--- config.mk ---
export PLATFORM = sky130hd
export DESIGN_NAME = ifetch_unit_flat
export DESIGN_NICKNAME = d
export VERILOG_FILES = /design/src/rtl/ifetch_unit_if.sv /design/src/rtl/ifetch_unit.sv /design/src/flat_wrapper.sv
export SDC_FILE = /design/constraint.sdc
export NUM_CORES = 1
export LEC_CHECK = 0
export ABC_AREA = 1
export ABC_CLOCK_PERIOD_IN_PS = 1600
export CORE_ASPECT_RATIO = 1.25
export CORE_MARGIN = 5
export CORE_UTILIZATION = 47
export CTS_CLUSTER_SIZE = 24
export DETAILED_ROUTE_END_ITERATION = 8
export PLACE_DENSITY = 0.77
export SYNTH_ARGS = -nofsm -noshare
export SYNTH_HDL_FRONTEND = slang
export SYNTH_SLANG_ARGS = --single-unit
--- constraint.sdc ---
create_clock -name clk -period 1.6 [get_ports clk]
set_input_delay 0.4 -clock clk [delete_from_list [all_inputs] [get_ports clk]]
set_output_delay 0.4 -clock clk [all_outputs]
set_load 0.03 [all_outputs]
--- src/rtl/ifetch_unit_if.sv ---
// Instruction-memory request/response bundle between the fetch stage and imem.
interface ifetch_unit_if;
  logic        req;
  logic [31:0] addr;
  logic        ready;
  logic [31:0] rdata;

  modport master (output req, output addr, input ready, input rdata);
  modport slave  (input req, input addr, output ready, output rdata);
endinterface

--- src/rtl/ifetch_unit.sv ---
// MIPS instruction fetch stage: PC, imem handshake, skid buffer and IF/ID register.
// Define BRANCH_DELAY_SLOT_EN to deliver the word after a branch/jump instead of squashing it.
module ifetch_unit #(
  parameter logic [31:0] RESET_PC = 32'h0000_0000
) (
  input  logic          clk,
  input  logic          reset,
  input  logic          stall,
  input  logic          redirect_branch,
  input  logic [31:0]   branch_target,
  input  logic          redirect_jump,
  ifetch_unit_if.master imem,
  output logic [31:0]   if_instr,
  output logic [5:0]    if_op,
  output logic [31:0]   if_pc4,
  output logic          if_valid
);
  typedef enum logic [1:0] {
    ISSUE = 2'd0,
    WAIT  = 2'd1,
    HOLD  = 2'd2,
    DROP  = 2'd3
  } state_t;

  state_t      state_r;
  logic [31:0] pc_r, hold_addr_r, skid_r, pend_tgt_r, instr_r, pc4_r;
  logic        pend_r, valid_r;
  logic        redirect_s, accept_s, miss_s, squash_s, req_s;
  logic [31:0] target_s, pc_plus4_s, next_pc_s, word_s;

  // Redirect decode, request gating and the per-cycle capture decision.
  always_comb begin
    redirect_s = !stall && (redirect_jump || redirect_branch);
    if (redirect_jump) begin
      target_s = {pc4_r[31:28], instr_r[25:0], 2'b00};
    end else begin
      target_s = branch_target & 32'hFFFF_FFFC;
    end
    pc_plus4_s = pc_r + 32'd4;
    word_s     = (state_r == HOLD) ? skid_r : imem.rdata;
    // accept_s: a word lands in IF/ID this edge; miss_s: request stays outstanding with stall low
    case (state_r)
      ISSUE: begin
        req_s    = !stall;
        accept_s = !stall && imem.ready;
        miss_s   = !stall && !imem.ready;
      end
      WAIT: begin
        req_s    = 1'b1;
        accept_s = !stall && imem.ready;
        miss_s   = !stall && !imem.ready;
      end
      HOLD: begin
        req_s    = 1'b0;
        accept_s = !stall;
        miss_s   = 1'b0;
      end
      DROP: begin
        req_s    = 1'b1;
        accept_s = 1'b0;
        miss_s   = 1'b0;
      end
      default: begin
        req_s    = 1'b0;
        accept_s = 1'b0;
        miss_s   = 1'b0;
      end
    endcase
`ifdef BRANCH_DELAY_SLOT_EN
    squash_s = 1'b0;
    if (redirect_s) begin
      next_pc_s = target_s;
    end else if (pend_r) begin
      next_pc_s = pend_tgt_r;
    end else begin
      next_pc_s = pc_plus4_s;
    end
`else
    squash_s  = redirect_s;
    next_pc_s = pc_plus4_s;
`endif
  end

  assign imem.req  = req_s && !reset;
  assign imem.addr = (state_r == ISSUE) ? pc_r : hold_addr_r;
  assign if_instr  = instr_r;
  assign if_op     = instr_r[31:26];
  assign if_pc4    = pc4_r;
  assign if_valid  = valid_r;

  // Fetch FSM together with PC, pending redirect, skid buffer and IF/ID updates.
  always_ff @(posedge clk) begin
    if (reset) begin
      state_r     <= ISSUE;
      pc_r        <= RESET_PC;
      hold_addr_r <= RESET_PC;
      skid_r      <= 32'd0;
      pend_r      <= 1'b0;
      pend_tgt_r  <= 32'd0;
      instr_r     <= 32'd0;
      pc4_r       <= 32'd0;
      valid_r     <= 1'b0;
    end else begin
      if (accept_s) begin
        pend_r <= 1'b0;
        if (squash_s) begin
          valid_r <= 1'b0;
          pc_r    <= target_s;
        end else begin
          instr_r <= word_s;
          pc4_r   <= pc_plus4_s;
          valid_r <= 1'b1;
          pc_r    <= next_pc_s;
        end
      end else if (miss_s) begin
        valid_r <= 1'b0;
        if (redirect_s) begin
          pend_r     <= 1'b1;
          pend_tgt_r <= target_s;
`ifndef BRANCH_DELAY_SLOT_EN
          pc_r       <= target_s;
`endif
        end
      end else if (state_r == DROP && imem.ready && pend_r) begin
        pend_r <= 1'b0;
        pc_r   <= pend_tgt_r;
      end

      case (state_r)
        ISSUE: begin
          hold_addr_r <= pc_r;
          if (miss_s) state_r <= squash_s ? DROP : WAIT;
        end
        WAIT: begin
          if (imem.ready) begin
            if (stall) begin
              skid_r  <= imem.rdata;
              state_r <= HOLD;
            end else begin
              state_r <= ISSUE;
            end
          end else if (miss_s && squash_s) begin
            state_r <= DROP;
          end
        end
        HOLD: if (!stall) state_r <= ISSUE;
        DROP: if (imem.ready) state_r <= ISSUE;
        default: state_r <= ISSUE;
      endcase
    end
  end
endmodule

--- src/flat_wrapper.sv ---
// flat-port wrapper written by rule: the top's interface ports become plain ports
module ifetch_unit_flat 
#(
  parameter logic [31:0] RESET_PC = 32'h0000_0000
)
  (clk, reset, stall, redirect_branch, branch_target, redirect_jump, if_instr, if_op, if_pc4, if_valid, imem_req, imem_addr, imem_ready, imem_rdata);
  ifetch_unit_if imem_i ();
  input  logic clk;
  input  logic reset;
  input  logic stall;
  input  logic redirect_branch;
  input  logic [31:0] branch_target;
  input  logic redirect_jump;
  output logic [31:0] if_instr;
  output logic [5:0] if_op;
  output logic [31:0] if_pc4;
  output logic if_valid;
  output wire logic [$bits(imem_i.req)-1:0] imem_req;
  output wire logic [$bits(imem_i.addr)-1:0] imem_addr;
  input wire logic [$bits(imem_i.ready)-1:0] imem_ready;
  input wire logic [$bits(imem_i.rdata)-1:0] imem_rdata;
  assign imem_req = imem_i.req;
  assign imem_addr = imem_i.addr;
  assign imem_i.ready = imem_ready;
  assign imem_i.rdata = imem_rdata;
  ifetch_unit #(.RESET_PC(RESET_PC)) u_core (.clk(clk), .reset(reset), .stall(stall), .redirect_branch(redirect_branch), .branch_target(branch_target), .redirect_jump(redirect_jump), .imem(imem_i), .if_instr(if_instr), .if_op(if_op), .if_pc4(if_pc4), .if_valid(if_valid));
endmodule
==> reports/results.ini, run 1 <==
[yosys]
synth-simple-area-share = 0.286
synth_xor_area_frac = 0.00298
yosys_warnings = 0
synthTopCellsByArea = dfxtp_1 (43%), nand2_1 (14%), o21ai_0 (8.3%), nor2_1 (7.9%), a21oi_1 (5.8%)
ys_ff_latch = 190
synth_edf_count = 0
synthAdderAreaFrac = 0.00142
synth_compound_area_frac = 0.174
synthArstFlopShare = 0
synth_mux_area_frac = 0.0148
synth_top_family_by_area = simple AND/OR/NAND/NOR gates
syn-instance-count = 1302
synth_flop_cell = dfxtp_1
synth_top_area_cell = dfxtp_1
synth_area_mm2 = 0.00882
synth_area_per_cell_um2 = 6.77
synth_top_area_frac = 0.431
synth_cell_types = 34
synth_seq_area_share = 0.431

[finish]
nets = 1676
area_growth_pct = 66.4
drive_gt1_frac = 0.378
diodes = 0
final_common_cell = nand2_1
most-common-layout-cells = nand2_1 (275), dfxtp_1 (178), nor2_1 (155)
final_cells = 1850

[route]
drcViolationCount = 0
avgRoutedWirePerCell_um = 19.0
viasPerCell = 5.63
drtIter0Drc = 939
drtAntennaViolNets = 0
dr.pass1.iters = 6
wl_um = 35100
routed-via-count = 10400

[power]
cellPowerDensity_mw_per_mm2 = 1110
p_leak_nw = 6.15
peakVddDrop_mv = 0.809

[sta]
worst_slew_pin_slew_ns = 0.592
finalCriticalPeriod_ns = 2.11
setup_tns_ns = -24.43
finalCritPeriodShare = 1.32
setup_ws_ns = -0.508
max_freq_ghz = 0.474
slew_violations = 0
setup_viol = 153
hold_viol_final = 0
rsz0062_at_grt = yes
fin_skew_ns = 0.00527
slew_headroom = 0.601

[clock_network]
cts-root-buf = clkbuf_16
htree_num_levels = 4
clkLatencyLatePin_ns = 0.44
cts_tree = built
clk_pin_slew_ns = 0.07
numClockSinks = 190
cts_buffers = 17
hold_buffers = 0
clockBufferDepth = 2

[floorplanning]
fp-row-count = 56
core_area_mm2 = 0.0186
fp.dieH_um = 163
ioPinCount = 174
start_util = 0.473
dieWidth_um = 133
die-area_mm2 = 0.0216

[placed_design]
port_buffers = 169
hpwlAfterDp_um = 19700
place_ws_ns = -0.610
gp_congestion = 0.889
dp_cells = 1753

[worst_setup_path]
crit_family = buffers and inverters
cpMaxStageDelayCell = dfxtp_2
reg2reg_depth = 14
slowest_delay_ns = 0.34
crit_required_ns = 1.20
timing.rr.end = u_core.hold_addr_r[3]
cp_common_cell = buf_6
cp_max_fo = 3
rrSetupSlack_ns = -0.50
path_class = flip-flop to output port
crit_chain = nor2_4 > buf_6 > inv_4 > buf_6 > or2_4 > o21ai_4 > inv_2 > buf_6
end_kind = output port
worstPathArrival_ns = 1.71
crit_buf_inv = 5
r2r-start = u_core.state_r[1]
start_kind = flip-flop

[run_status]
status = finished, violations left
violations = negative setup slack

[global_route]
grt_overflow_total = 0
grt_max_degree = 87
track_usage = 0.255
grt_pass1_wl_um = 45300
antenna_found_initial = 0
grt_pass1_vias = 9150

[min_path]
hold_path_class = input pin to flip-flop
whs_path_depth = 2
hold_start = reset
whs_endpoint = u_core.state_r[0]

[flow_run]
drv.max_cap_violation_count = 0

-- timing repair --
item                                    CTS  global route
cloned                                    3            20
setup buffers                            17            27
endpoints found under the setup margin  157           188
resized for setup                       274           446
pin swaps                                 9            87
-- registers in the layout, indices dropped and copies added, names as in the netlist --
signal              count
u_core.hold_addr_r     32
u_core.if_pc4          30
u_core.pend_tgt_r      30
u_core.pc_r            30
u_core.if_valid         1
u_core.skid_r          32
u_core.state_r          2
u_core.pend_r           1
u_core.if_instr        32
-- layer usage --
metal  up-vias  track usage  wire length [µm]  share of wire
li1       4813            -                 -              -
met1      4893        0.321             13200           0.38
met2       577        0.438             17600           0.50
met3       137       0.0428              2450          0.070
met4         0       0.0955              1870          0.053
met5         -            0                 0              0
-- power breakdown --
part / internal (mW) / total [mW] / switching, mW
combinational: 2.86 / 6.10 / 3.24
sequential: 5.12 / 5.45 / 0.331
clock: 2.69 / 4.71 / 2.01
-- synthesized netlist by cell type, drive strengths merged, types with 2 or more instances --
master / number
dfxtp: 190
buf: 35
xor2: 2
mux2i: 13
nand3: 62
nand4: 3
or2: 19
inv: 99
a31oi: 39
nand2: 335
nor2: 191
nor3: 4
clkbuf: 48
o21ai: 149
o211ai: 3
a21oi: 102
-- how the worst max path moves through the flow --
stage | from | endpoint | slack (ns) | cells after the start
CTS | u_core.state_r[0] | imem_addr[4] | -0.47 | 7
global placement | redirect_jump | u_core.pc_r[18] | -0.59 | 7
finish | u_core.state_r[1] | imem_addr[6] | -0.51 | 8
floorplan | reset | imem_req | -0.03 | 3
detailed placement | redirect_jump | u_core.pc_r[22] | -0.61 | 7
global route | u_core.state_r[1] | u_core.hold_addr_r[3] | -0.57 | 14
-- layout make-up --
type / instances / area, µm²
repair buffers: 365 / 3940
clock inverters: 14 / 209
well taps: 232 / 290
inverters: 100 / 408
clock buffers: 18 / 439
fillers: 1143 / 3960
flip-flops and latches: 190 / 3820
multi-input cells: 931 / 5570
-- through the flow --
step	instance area (µm²)	hold slack [ns]	power [mW]	util
after floorplan	8840	0.422	7.53	-
after global placement	11700	0.432	9.55	0.626
after detailed placement	11700	0.434	9.60	0.626
after CTS	12800	0.227	14.8	0.687
after global routing	14700	0.259	16.8	0.788
final	14700	0.266	16.3	0.788
-- cell families (layout without fill, tap and decap cells) --
kind of cell	count (synthesis)	in the layout
flops	190	190
xor+xnor	3	3
mux	13	13
buf+inv	183	497
fa+ha+maj	1	1
simple gates	616	617
compound gates	295	295
other cells	1	2
Note: power is estimated with default switching activity, not from simulation.
==> run 2: changes to the inputs <==
--- a/config.mk
+++ b/config.mk
@@ -7,12 +7,16 @@
 export LEC_CHECK = 0
 export ABC_AREA = 1
 export ABC_CLOCK_PERIOD_IN_PS = 1600
+export CELL_PAD_IN_SITES_DETAIL_PLACEMENT = 1
+export CELL_PAD_IN_SITES_GLOBAL_PLACEMENT = 1
 export CORE_ASPECT_RATIO = 1.25
 export CORE_MARGIN = 5
-export CORE_UTILIZATION = 47
+export CORE_UTILIZATION = 33
 export CTS_CLUSTER_SIZE = 24
 export DETAILED_ROUTE_END_ITERATION = 8
-export PLACE_DENSITY = 0.77
+export PLACE_DENSITY = 0.76
+export RECOVER_POWER = 25
+export SKIP_LAST_GASP = 1
 export SYNTH_ARGS = -nofsm -noshare
 export SYNTH_HDL_FRONTEND = slang
 export SYNTH_SLANG_ARGS = --single-unit
==> run 2 against run 1 <==
The flow still finishes with violations (negative setup slack). Critical path depth did not move. Design area rose by 2.5%. Core utilization fell by 22 points. Via count rose by 0.22%.
==> reports/results.ini, run 2 (synthesized netlist as in run 1, its figures left out) <==
[finish]
nets = 1712
final_common_cell = nand2_1
diodes = 0
final_cells = 1999
drive_gt1_frac = 0.369
area_growth_pct = 70.6
fillers = 3168
design_area_mm2 = 0.0150
most-common-layout-cells = nand2_1 (270), dfxtp_1 (185), buf_4 (155)
final_core_util = 0.566

[worst_setup_path]
end_kind = output port
crit_family = buffers and inverters
cp_common_cell = buf_6
slowest_delay_ns = 0.37
worstPathArrival_ns = 1.77
path_class = flip-flop to output port
crit_chain = nor2_4 > buf_6 > inv_4 > buf_6 > or2_4 > o21ai_4 > inv_2 > buf_6
r2r-start = u_core.state_r[1]
crit_required_ns = 1.20
reg2reg_depth = 15
start_kind = flip-flop
timing.rr.end = u_core.hold_addr_r[7]
crit_buf_inv = 5
cp_max_fo = 3
cpMaxStageDelayCell = dfxtp_4
rrSetupSlack_ns = -0.50

[power]
p_seq_frac = 0.329
intPower_mw = 10.7
switchingPower_mw = 5.94
p_sw_frac = 0.357
pwr-share-comb = 0.412
fin_total_pwr_mw = 16.6
cellPowerDensity_mw_per_mm2 = 1110
pwr-share-clk = 0.260
peakVddDrop_mv = 0.780
p_leak_nw = 6.29

[route]
drcViolationCount = 0
drtAntennaViolNets = 0
wl_um = 42200
dr.pass1.iters = 5
routed-via-count = 10400
avgRoutedWirePerCell_um = 21.1
viasPerCell = 5.22
drtIter0Drc = 432

[run_status]
violations = negative setup slack
status = finished, violations left

[sta]
finalCriticalPeriod_ns = 2.17
setup_viol = 149
hold_viol_final = 0
rsz0062_at_grt = yes
finalCritPeriodShare = 1.35
setup_ws_ns = -0.567
fin_skew_ns = 0.0150
setup_tns_ns = -34.63
max_freq_ghz = 0.462
slew_violations = 0

[floorplanning]
start_util = 0.332
dieWidth_um = 156
fp-row-count = 67
core_area_mm2 = 0.0266
die-area_mm2 = 0.0301
fp.dieH_um = 193
ioPinCount = 174

[clock_network]
cts-root-buf = clkbuf_16
clkLatencyLatePin_ns = 0.46
cts_tree = built
cts_buffers = 17
htree_num_levels = 4
hold_buffers = 0
numClockSinks = 190
clockBufferDepth = 2
clk_pin_slew_ns = 0.08

[global_route]
grt_pass1_wl_um = 63500
track_usage = 0.270
antenna_found_initial = 0
grt_pass1_vias = 11300
grt_max_degree = 69
grt_overflow_total = 0

[placed_design]
gp_congestion = 0.894
hpwlAfterDp_um = 23700
dp_cells = 1861
placed_cell_area_mm2 = 0.0117
port_buffers = 169

[min_path]
whs_path_depth = 2
hold_path_class = flip-flop to flip-flop
hold_start = u_core.pend_tgt_r[22]
whs_endpoint = u_core.pend_tgt_r[22]

[flow_run]
drv.max_cap_violation_count = 0

[run 2: stage by stage]
stage               setup WS, ns  hold WS, ns
detailed placement        -0.542        0.437
floorplan                -0.0255        0.422
global placement          -0.500        0.430
global route              -0.610        0.477
finish                    -0.567        0.453
CTS                       -0.498        0.448
[run 2: repair_timing]
item,4_1_cts,5_1_grt
gates cloned,22,2
pin swaps,38,19
endpoints found under the setup margin,188,205
gates resized for setup,515,203
setup buffers,80,20
[run 2: power by group through the flow]
stage / Sequential (mW) / Combinational (mW) / Clock [mW]
2_1_floorplan: 5.58 / 1.95 / 0
3_3_place_gp: 5.44 / 4.09 / 0
4_1_cts: 5.40 / 6.23 / 4.32
5_1_grt: 5.50 / 7.18 / 4.57
6_report: 5.46 / 6.85 / 4.32
3_5_place_dp: 5.45 / 4.17 / 0
[run 2: layout make-up]
class / instances / area [µm²] / area share
sequential: 190 / 3810 / 0.254
clock buffer: 21 / 470 / 0.0313
clock inverter: 11 / 109 / 0.00724
timing repair buffer: 402 / 4380 / 0.291
multi-input combinational: 930 / 5430 / 0.361
inverter: 100 / 417 / 0.0277
tap: 345 / 432 / 0.0287
[run 2: worst max path at each step]
stage	start	to	slack [ns]	cells after the start
floorplan	reset	imem_req	-0.03	3
global placement	redirect_jump	u_core.pc_r[8]	-0.50	11
detailed placement	redirect_jump	u_core.pc_r[8]	-0.54	11
CTS	u_core.state_r[0]	imem_addr[6]	-0.50	8
global route	u_core.state_r[1]	imem_addr[6]	-0.61	8
finish	u_core.state_r[1]	imem_addr[6]	-0.57	8
[run 2: tightest hold or removal path: stages (launching register included)]
cell and delay, ns:
dfxtp_1 0.30, inv_1 0.06, a21oi_1 0.05
[run 2: layer usage]
| metal | track usage | share of wire | routed length (µm) |
|---|---|---|---|
| met5 | 0 | 0 | 0 |
| met4 | 0.109 | 0.039 | 1650 |
| met3 | 0.0366 | 0.037 | 1560 |
| met2 | 0.514 | 0.54 | 22600 |
| met1 | 0.300 | 0.39 | 16300 |
